`src/rtl/multibyte_add_sequencer.sv`:
```
// multibyte_add_sequencer
// Sequences one shared external 8-bit full adder over NBYTES limbs,
// least-significant byte first, chaining the carry through a register.
// A start handshake latches the operands. The result is valid when done pulses,
// and it holds until the next accepted start.
// Optional build macro: MULTIBYTE_ADD_SUB_EN adds a 'sub' input that selects
// A-B (two's complement: inverted B bytes, initial carry forced to 1).

module multibyte_add_sequencer #(
   parameter int NBYTES = 4
) (
   input  logic                  clk,
   input  logic                  rst,
   input  logic                  start,
   input  logic [8*NBYTES-1:0]   A,
   input  logic [8*NBYTES-1:0]   B,
   input  logic                  Cin,
`ifdef MULTIBYTE_ADD_SUB_EN
   input  logic                  sub,
`endif
   output logic                  busy,
   output logic                  done,
   output logic [8*NBYTES-1:0]   Sum,
   output logic                  Cout,
   output logic [7:0]            add_A,
   output logic [7:0]            add_B,
   output logic                  add_Cin,
   input  logic [7:0]            add_Sum,
   input  logic                  add_Cout
);

   // Byte index is at least one bit wide so NBYTES=1 still elaborates cleanly.
   localparam int IW = (NBYTES > 1) ? $clog2(NBYTES) : 1;
   localparam logic [IW-1:0] LAST_IDX = IW'(NBYTES - 1);

   typedef enum logic [1:0] {
      IDLE = 2'd0,
      RUN  = 2'd1,
      DONE = 2'd2
   } state_t;

   state_t                state_reg, state_next;
   logic [IW-1:0]         idx_reg, idx_next;
   logic                  carry_reg, carry_next;
   logic                  cout_reg, cout_next;
   logic [8*NBYTES-1:0]   a_lat_reg, a_lat_next;
   logic [8*NBYTES-1:0]   b_lat_reg, b_lat_next;
   logic                  clear_sum;
   logic                  sub_lat_reg;
   logic [7:0]            a_byte;
   logic [7:0]            b_byte;

`ifdef MULTIBYTE_ADD_SUB_EN
   logic                  sub_lat_next;

   // Subtract-mode flag, captured together with the operands.
   always_ff @(posedge clk or posedge rst) begin
      if (rst) begin
         sub_lat_reg <= 1'b0;
      end else begin
         sub_lat_reg <= sub_lat_next;
      end
   end
`else
   assign sub_lat_reg = 1'b0;
`endif

   // Current limb of each latched operand, selected by the byte index.
   assign a_byte = a_lat_reg[{idx_reg, 3'b000} +: 8];
   assign b_byte = b_lat_reg[{idx_reg, 3'b000} +: 8];

   // Control state, index, carry chain, final carry and operand latches.
   always_ff @(posedge clk or posedge rst) begin
      if (rst) begin
         state_reg <= IDLE;
         idx_reg   <= '0;
         carry_reg <= 1'b0;
         cout_reg  <= 1'b0;
         a_lat_reg <= '0;
         b_lat_reg <= '0;
      end else begin
         state_reg <= state_next;
         idx_reg   <= idx_next;
         carry_reg <= carry_next;
         cout_reg  <= cout_next;
         a_lat_reg <= a_lat_next;
         b_lat_reg <= b_lat_next;
      end
   end

   // Next-state logic and shared-adder drive. The adder sees zeros outside RUN.
   always_comb begin
      state_next = state_reg;
      idx_next   = idx_reg;
      carry_next = carry_reg;
      cout_next  = cout_reg;
      a_lat_next = a_lat_reg;
      b_lat_next = b_lat_reg;
      clear_sum  = 1'b0;
      add_A      = 8'h00;
      add_B      = 8'h00;
      add_Cin    = 1'b0;
`ifdef MULTIBYTE_ADD_SUB_EN
      sub_lat_next = sub_lat_reg;
`endif
      case (state_reg)
         IDLE: begin
            if (start) begin
               a_lat_next = A;
               b_lat_next = B;
               idx_next   = '0;
               cout_next  = 1'b0;
               clear_sum  = 1'b1;
`ifdef MULTIBYTE_ADD_SUB_EN
               sub_lat_next = sub;
               // Subtract = A + ~B + 1. The +1 comes from the initial carry.
               carry_next   = sub ? 1'b1 : Cin;
`else
               carry_next   = Cin;
`endif
               state_next = RUN;
            end
         end
         RUN: begin
            add_A      = a_byte;
            add_B      = b_byte ^ {8{sub_lat_reg}};
            add_Cin    = carry_reg;
            carry_next = add_Cout;
            if (idx_reg == LAST_IDX) begin
               // Index stays on the last limb so it never wraps.
               cout_next  = add_Cout;
               state_next = DONE;
            end else begin
               idx_next = idx_reg + IW'(1);
            end
         end
         DONE: begin
            state_next = IDLE;
         end
         default: begin
            state_next = IDLE;
         end
      endcase
   end

   // One result register per limb. A limb is written only when it is the active one.
   generate
      for (genvar gi = 0; gi < NBYTES; gi++) begin : g_limb
         logic [7:0] limb_reg;

         // Capture the adder sum for this limb, or clear it on a new start.
         always_ff @(posedge clk or posedge rst) begin
            if (rst) begin
               limb_reg <= 8'h00;
            end else if (clear_sum) begin
               limb_reg <= 8'h00;
            end else if (state_reg == RUN && idx_reg == IW'(gi)) begin
               limb_reg <= add_Sum;
            end
         end

         assign Sum[gi*8 +: 8] = limb_reg;
      end
   endgenerate

   assign Cout = cout_reg;
   assign busy = (state_reg != IDLE);
   assign done = (state_reg == DONE);

endmodule
```
`config.mk`:
```
export PLATFORM = sky130hd
export DESIGN_NAME = multibyte_add_sequencer
export DESIGN_NICKNAME = d
export VERILOG_FILES = /design/src/rtl/multibyte_add_sequencer.sv
export SDC_FILE = /design/constraint.sdc
export NUM_CORES = 1
export LEC_CHECK = 0
export CORE_MARGIN = 5
export CORE_UTILIZATION = 50
export DETAILED_ROUTE_END_ITERATION = 7
export GPL_TIMING_DRIVEN = 0
export PLACE_DENSITY_LB_ADDON = 0.2
export REMOVE_ABC_BUFFERS = 1
export SLEW_MARGIN = 30
export SYNTH_ARGS = -nofsm -noshare
export SYNTH_HDL_FRONTEND = slang
export SYNTH_SLANG_ARGS = --single-unit
```
`constraint.sdc`:
```
create_clock -name clk -period 8.8 [get_ports clk]
set_clock_uncertainty 0.05 [all_clocks]
set_input_delay 2.64 -clock clk [delete_from_list [all_inputs] [get_ports clk]]
set_output_delay 2.64 -clock clk [all_outputs]
set_load 0.05 [all_outputs]
```
======== After elaboration in Yosys (flattened, before gate mapping) ========
Cells that the tools add are included.
storage, ports and cells
  register bits ........................... 102
  input port bits ......................... 77
  output and inout port bits .............. 52
cells by class
  $add $sub $neg .......................... 1
  equal/unequal tests ..................... 8
  shift-type cells ........................ 2
  mux-type cells .......................... 24
  reduce and logical (&&, ||, !) cells .... 17
operators with widths
  cell                                                             count
  8-bit two-way mux                                                10
  32-bit by 6-bit indexed part select with 8-bit output            2
  2-bit nonzero test                                               6
  2-bit two-way mux                                                4
  2-bit case mux with 2 select lines                               2
  2-bit == test, second input constant                             3
  1-bit two-way mux                                                6
  2-bit inequality test, second input constant                     3
  2-bit AND reduction                                              3
  3-bit AND reduction                                              2
  2-bit by 1-bit == test with 1-bit output, second input constant  2
  1-bit logical AND                                                4
  2-bit logical NOT                                                2
  1-bit case mux with 2 select lines                               2
  2-bit by 1-bit adder with 2-bit output, second input constant    1

======== Longest topological paths before layout ========
Gate-level depths: netlist of the first run.
  depth after elaboration ................. 4
  depth in mapped cells ................... 8
  depth with buffers taken out ............ 5

======== Worst setup path before layout of the first run ========
No wires, ideal clock.
  kind .................................... flip-flop to output port
  from .................................... register state_reg[1]
  to ...................................... output port add_A[4]
  arrival time ............................ 1.702 ns
  required time ........................... 6.110 ns
  path slack .............................. 4.408 ns
  stages on the path, launching flop included .. 5
  path buffers ............................ 1
  cell sequence ........................... dfrtp_1 -> and2b_1 -> nand2_1 -> buf_2 -> o22ai_1
between the ends
  longest elaborated chain between the ends .. 2
RTL lines
  item                                      line  RTL
  start, declared                           42    state_t state_reg, state_next;
  start signal, assigned                    82    state_reg <= state_next;
  2-bit by 1-bit == test with 1-bit output  106   case (state_reg)
  8-bit two-way mux                         106
  end, declared                             25    output logic [7:0] add_A,
Every way passes these cells.

======== Worst setup path in the final report of the first run ========
  from .................................... register state_reg[0]
  to ...................................... output port add_B[3]
between the ends
  longest elaborated chain between the ends .. 2
RTL lines
  item                                      line  RTL
  2-bit by 1-bit == test with 1-bit output  106
  8-bit two-way mux                         106
  end, declared                             26    output logic [7:0] add_B,
Every way passes these cells.

==> run_results.csv, run 1 <==
group,metric,value,unit
yosys,netlist_area,4610,µm²
timing,timing.final.hold_violations,0,
pwr,ir_drop,0.000205,V
timing,fmax,161,MHz
pwr,combPwrFrac,0.541,
pwr,p_sw,1.15,mW
cts,root_buffer,"clkbuf_8",
cts,cts-buffers-inserted,9,
drt,drc,0,
yosys,synth-seq-cells,102,
worst_setup_path,cp-start-kind,"flip-flop",
floorplanning,dieArea,11200,µm²
global_route,antenna_found_initial,0,
worst_setup_path,worst_setup_path_end_kind,"output port",
drt,vias,3289,
timing,rsz0062_at_grt,"false",
finish,area_growth,33.3,%
yosys,synth.avg_cell_area,12.4,µm²
worst_setup_path,worstSetupPathType,"reg2out",
hold_path,min_path_type,"reg2reg",
cts,postCtsSetupBuffers,0,
yosys,yosysWarnings,0,
pwr,seqPwrFrac,0.339,
yosys,syn_inst,373,
global_route,first_global_vias,3460,
global_route,grt_usage,0.189,
pwr,p_leak,2.55,nW
cts,cts_buffer_depth,2,
run,drv_cap,0,
floorplanning,rows,35,
pwr,swShare,0.459,
drt,first_pass_iters,4,
timing,worst_slew_pin_slew,0.741,ns
cts,clock-sinks,102,
finish,final_nets,575,
hold_path,holdPathStages,1,
global_route,grt_first_pass_wirelength,17.1,mm
finish,antenna_cells,0,
timing,whs,0.442,ns
worst_setup_path,cp.arrival,3.51,ns
worst_setup_path,r2r_slack,6.70,ns
drt,drtIter0Drc,94,
floorplanning,dieHeight,106,µm
drt,totalWireLength,10.2,mm
drt,vias_per_cell,5.40,
timing,setup_violations,0,
finish,layout_commonest_cell,"clkdlybuf4s50_1",
timing,period_share,0.704,
yosys,synth.distinct_cells,29,
timing,fin_ws,2.60,ns
run_status,status,"finished clean",
finish,fillers,724,
worst_setup_path,worstPathRequired,6.11,ns
finish,regArea,2560,µm²
place,portBuffers,128,
place,dp_hpwl,7.36,mm
timing,fin_crit,6.20,ns
floorplanning,core_area,9110,µm²
timing,relSlewSlack,0.505,
pwr,power,2.50,mW
finish,layout_common_cells,"128 x clkdlybuf4s50_1, 101 x dfrtp_1, 63 x mux2_1",
pwr,p_int,1.35,mW
finish,final_area,6150,µm²
cts,path_clk_slew,0.10,ns
cts,cts_hold_buf,0,
floorplanning,die_w,106,µm
finish,multi_input_area,1840,µm²
drt,final_antenna_net_count,0,
pwr,power_density,407,nW/µm²
worst_setup_path,crit_slowest_cell,"clkdlybuf4s50_1",
worst_setup_path,cpPeakStageDelay,0.86,ns
place,dpl_cell_area,5950,µm²
timing,report.final.slew_viol_count,0,
cts,htree_levels,3,
global_route,overflow,0,
floorplanning,initial_core_util,0.506,
worst_setup_path,cp_max_fo,39,
worst_setup_path,reg2regPathDepth,4,
pwr,power.share.clock,0.120,
place,dpl_worst_slack,2.95,ns
cts,clk_latency,0.35,ns
finish,drive_above_1_share,0.0643,
place,gp_congestion,0.793,
cts,cts_resized,0,
yosys,ys_seq_area_frac,0.553,
worst_setup_path,crit_chain,"and2b_2 -> nand2_1 -> o22ai_1 -> clkdlybuf4s50_1",
drt,wire_per_inst,16.8,µm
cts,cts_tree,"done",
global_route,grt_max_degree,68,
place,dp_cells,593,
floorplanning,pin_count,129,
finish,final_cells,609,
==> cells in the mapped netlist <==
cell type / count / area (µm²)
buf_6: 10 / 113
or2_2: 1 / 6.26
o21ai_0: 2 / 10.0
buf_2: 5 / 25.0
nand3b_1: 3 / 22.5
nor2b_1: 1 / 6.26
inv_1: 5 / 18.8
dfrtp_1: 102 / 2550
a221o_1: 1 / 10.0
nor3b_1: 1 / 7.51
mux2i_1: 32 / 320
mux2_2: 1 / 11.3
a21oi_1: 32 / 160
nand3_1: 33 / 165
buf_4: 8 / 60.1
a22o_1: 2 / 17.5
o21bai_1: 1 / 7.51
nor3b_2: 1 / 12.5
and2b_1: 1 / 7.51
o22ai_1: 16 / 100
o311ai_0: 1 / 8.76
a21o_1: 1 / 7.51
mux2_1: 63 / 709
ha_1: 5 / 62.6
or3_1: 1 / 6.26
and2_1: 2 / 12.5
nand2_1: 36 / 135
clkbuf_1: 4 / 15.0
nand3b_2: 2 / 22.5
==> area by class of cell <==
cell class,count,share of cell area
repair buffers,136,0.226
multi-input cells,239,0.299
inverters,5,0.00386
well taps,111,0.0226
clock buffers,9,0.0201
flip-flops and latches,102,0.416
clock inverters,7,0.0130
==> routing by layer <==
layer  track usage  up-vias  wire [µm]  part of all wire
li1              -     1559          -                 -
met1         0.250     1631       4360              0.43
met2         0.295       95       4960              0.49
met3        0.0716        4        828             0.081
met4        0.0463        0         70            0.0069
met5             0        -          0                 0
==> critical path, delay by kind of cell, from the launching register on <==
| kind | cells | cell delay (ns) |
|---|---|---|
| AO/OA/AOI/OAI | 1 | 0.39 |
| buffers and inverters | 1 | 0.86 |
| flip-flops | 1 | 0.63 |
| AND/OR/NAND/NOR | 2 | 1.28 |
==> logic make-up (layout without fill, tap and decap cells) <==
group	Yosys count	after routing	synth area share
AOI/OAI and AO/OA	56	56	0.0697
adders and majority gates	5	5	0.0136
and+or+nand+nor	82	82	0.0876
muxes	96	96	0.226
DFF	102	102	0.553
buffers and inverters	32	157	0.0502
==> path summary, 6_finish.rpt <==
check / start / to
setup / recovery: state_reg[0]$_DFFE_PP0P_ / add_B[3]
hold reg to reg: b_lat_reg[0]$_DFFE_PP0P_ / b_lat_reg[0]$_DFFE_PP0P_
min in group asynchronous: rst / b_lat_reg[7]$_DFFE_PP0P_
setup reg to reg: state_reg[0]$_DFFE_PP0P_ / a_lat_reg[28]$_DFFE_PP0P_
max in group asynchronous: rst / idx_reg[1]$_DFFE_PP0P_
hold / removal: b_lat_reg[0]$_DFFE_PP0P_ / b_lat_reg[0]$_DFFE_PP0P_
==> power groups by stage <==
stage	Clock (mW)	Combinational, mW	Sequential [mW]
2_1_floorplan	0	0.737	1.03
3_3_place_gp	0	1.34	0.849
3_5_place_dp	0	1.37	0.862
4_1_cts	0.311	1.37	0.851
5_1_grt	0.333	1.44	0.886
6_report	0.301	1.36	0.848
==> per-stage QoR <==
step,TNS [ns],util
3_3_place_gp,-0.648,0.639
3_5_place_dp,0,0.653
5_1_grt,0,0.675
2_1_floorplan,0,-
6_report,0,0.675
4_1_cts,0,0.675
(Power assumes the default switching activity.)
==> run 2: changes to the inputs <==
--- a/config.mk
+++ b/config.mk
@@ -6,7 +6,7 @@
 export NUM_CORES = 1
 export LEC_CHECK = 0
 export CORE_MARGIN = 5
-export CORE_UTILIZATION = 50
+export CORE_UTILIZATION = 48
 export DETAILED_ROUTE_END_ITERATION = 7
 export GPL_TIMING_DRIVEN = 0
 export PLACE_DENSITY_LB_ADDON = 0.2
==> constraint.sdc (replaced) <==
create_clock -name clk -period 5.71 [get_ports clk]
set_clock_uncertainty 0.05 [all_clocks]
set_input_delay 1.713 -clock clk [delete_from_list [all_inputs] [get_ports clk]]
set_output_delay 1.713 -clock clk [all_outputs]
set_load 0.05 [all_outputs]
==> run 2 against run 1 <==
  * Sequential cell count is the same
  * Non-clock buffer count did not move
  * Combinational power increased by 54%
  * Critical endpoint is now add_B[6]
  * Highest routed layer unchanged
  * Largest power group unchanged
  * Critical path type unchanged
==> run_results.csv, run 2 (same netlist as run 1, synthesis figures left out) <==
group,metric,value,unit
drt,drc,0,
timing,fin_crit,5.34,ns
drt,totalWireLength,10.2,mm
finish,drive_above_1_share,0.0605,
pwr,p_leak,2.53,nW
place,gp_congestion,0.776,
cts,htree_levels,3,
floorplanning,core_area,9280,µm²
global_route,grt_usage,0.180,
worst_setup_path,r2r_slack,3.35,ns
finish,area_growth,32.9,%
drt,first_pass_iters,4,
worst_setup_path,cp_max_fo,39,
finish,antenna_cells,0,
timing,setup_violations,0,
place,dp_hpwl,7.41,mm
floorplanning,initial_core_util,0.497,
cts,postCtsSetupBuffers,0,
pwr,ir_drop,0.000465,V
timing,rsz0062_at_grt,"false",
cts,clock-sinks,102,
floorplanning,pin_count,129,
cts,path_clk_slew,0.09,ns
pwr,power,3.79,mW
global_route,overflow,0,
timing,period_share,0.936,
worst_setup_path,reg2regPathDepth,5,
timing,relSlewSlack,0.497,
finish,post-route-util,0.660,
run,drv_cap,0,
run_status,status,"finished clean",
cts,cts_buffer_depth,2,
drt,drtIter0Drc,104,
worst_setup_path,worstSetupPathType,"reg2out",
floorplanning,dieArea,11700,µm²
hold_path,holdPathStages,1,
worst_setup_path,worstPathRequired,3.95,ns
hold_path,min_path_type,"reg2reg",
finish,layout_commonest_cell,"clkdlybuf4s50_1",
cts,cts_hold_buf,0,
timing,worst_slew_pin_slew,0.752,ns
worst_setup_path,worst_setup_path_end_kind,"output port",
cts,clk_latency,0.36,ns
cts,cts-buffers-inserted,9,
pwr,power_density,618,nW/µm²
worst_setup_path,cp.arrival,3.58,ns
place,portBuffers,128,
cts,root_buffer,"clkbuf_8",
finish,layout_common_cells,"128 x clkdlybuf4s50_1, 101 x dfrtp_1, 63 x mux2_1",
cts,cts_tree,"done",
global_route,first_global_vias,3404,
floorplanning,rows,35,
cts,cts_resized,0,
drt,vias,3284,
worst_setup_path,cp-start-kind,"flip-flop",
timing,fmax,187,MHz
global_route,antenna_found_initial,0,
timing,timing.final.hold_violations,0,
drt,vias_per_cell,5.25,
global_route,grt_first_pass_wirelength,16.6,mm
global_route,grt_max_degree,67,
floorplanning,die_w,108,µm
finish,final_nets,575,
drt,final_antenna_net_count,0,
drt,wire_per_inst,16.4,µm
timing,report.final.slew_viol_count,0,
floorplanning,dieHeight,108,µm
[run 2: path summary, 6_finish.rpt]
check,startpoint,endpoint
max,state_reg[0]$_DFFE_PP0P_,add_B[6]
min,a_lat_reg[18]$_DFFE_PP0P_,a_lat_reg[18]$_DFFE_PP0P_
max reg2reg,state_reg[0]$_DFFE_PP0P_,a_lat_reg[9]$_DFFE_PP0P_
min reg2reg,a_lat_reg[18]$_DFFE_PP0P_,a_lat_reg[18]$_DFFE_PP0P_
max in group asynchronous,rst,a_lat_reg[15]$_DFFE_PP0P_
min in group asynchronous,rst,b_lat_reg[23]$_DFFE_PP0P_
[run 2: layer usage]
layer	up-vias	GRT usage	share of wire
li1	1561	-	-
met1	1613	0.219	0.41
met2	102	0.302	0.49
met3	8	0.0693	0.093
met4	0	0.0460	0.0087
met5	-	0	0
[run 2: where the power goes]
| group | internal (mW) | switching, mW | leakage (nW) |
|---|---|---|---|
| logic | 0.814 | 1.27 | 1.20 |
| registers | 1.07 | 0.241 | 1.25 |
| clock network | 0.155 | 0.244 | 0.0776 |
| total | 2.03 | 1.76 | 2.53 |
[run 2: critical path: stages, from the launching register on]
cell and delay, ns:
dfrtp_1 0.65, and2b_2 0.67, nand2_1 0.63, o22ai_1 0.40, clkdlybuf4s50_1 0.86
[run 2: cell type report]
class                      instances  area [µm²]
clock buffer                       9         124
clock inverter                     5        37.5
fill                             759        3150
inverter                           5        23.8
multi-input combinational        239        1840
sequential                       102        2560
tap                              129         161
timing repair buffer             136        1390
[run 2: metrics by stage]
stage | hold WS [ns] | setup slack (ns) | setup TNS, ns | instance area [µm²] | cells
finish | 0.439 | 0.365 | 0 | 6130 | 625
detailed placement | 0.424 | 0.714 | 0 | 5970 | 611
global placement | 0.417 | -2.42 | -227.84 | 5840 | 603
CTS | 0.444 | 0.298 | 0 | 6130 | 625
floorplan | 0.407 | -0.230 | -6.03 | 4400 | 346
global route | 0.457 | 0.104 | 0 | 6130 | 625
==> run 3: changes to the inputs <==
--- a/config.mk
+++ b/config.mk
@@ -5,8 +5,10 @@
 export SDC_FILE = /design/constraint.sdc
 export NUM_CORES = 1
 export LEC_CHECK = 0
+export CAP_MARGIN = 15
 export CORE_MARGIN = 5
 export CORE_UTILIZATION = 48
+export CTS_CLUSTER_DIAMETER = 50
 export DETAILED_ROUTE_END_ITERATION = 7
 export GPL_TIMING_DRIVEN = 0
 export PLACE_DENSITY_LB_ADDON = 0.2
==> results of run 3 <==
No change in the layout: final DEF, timing and power equal those of run 2.
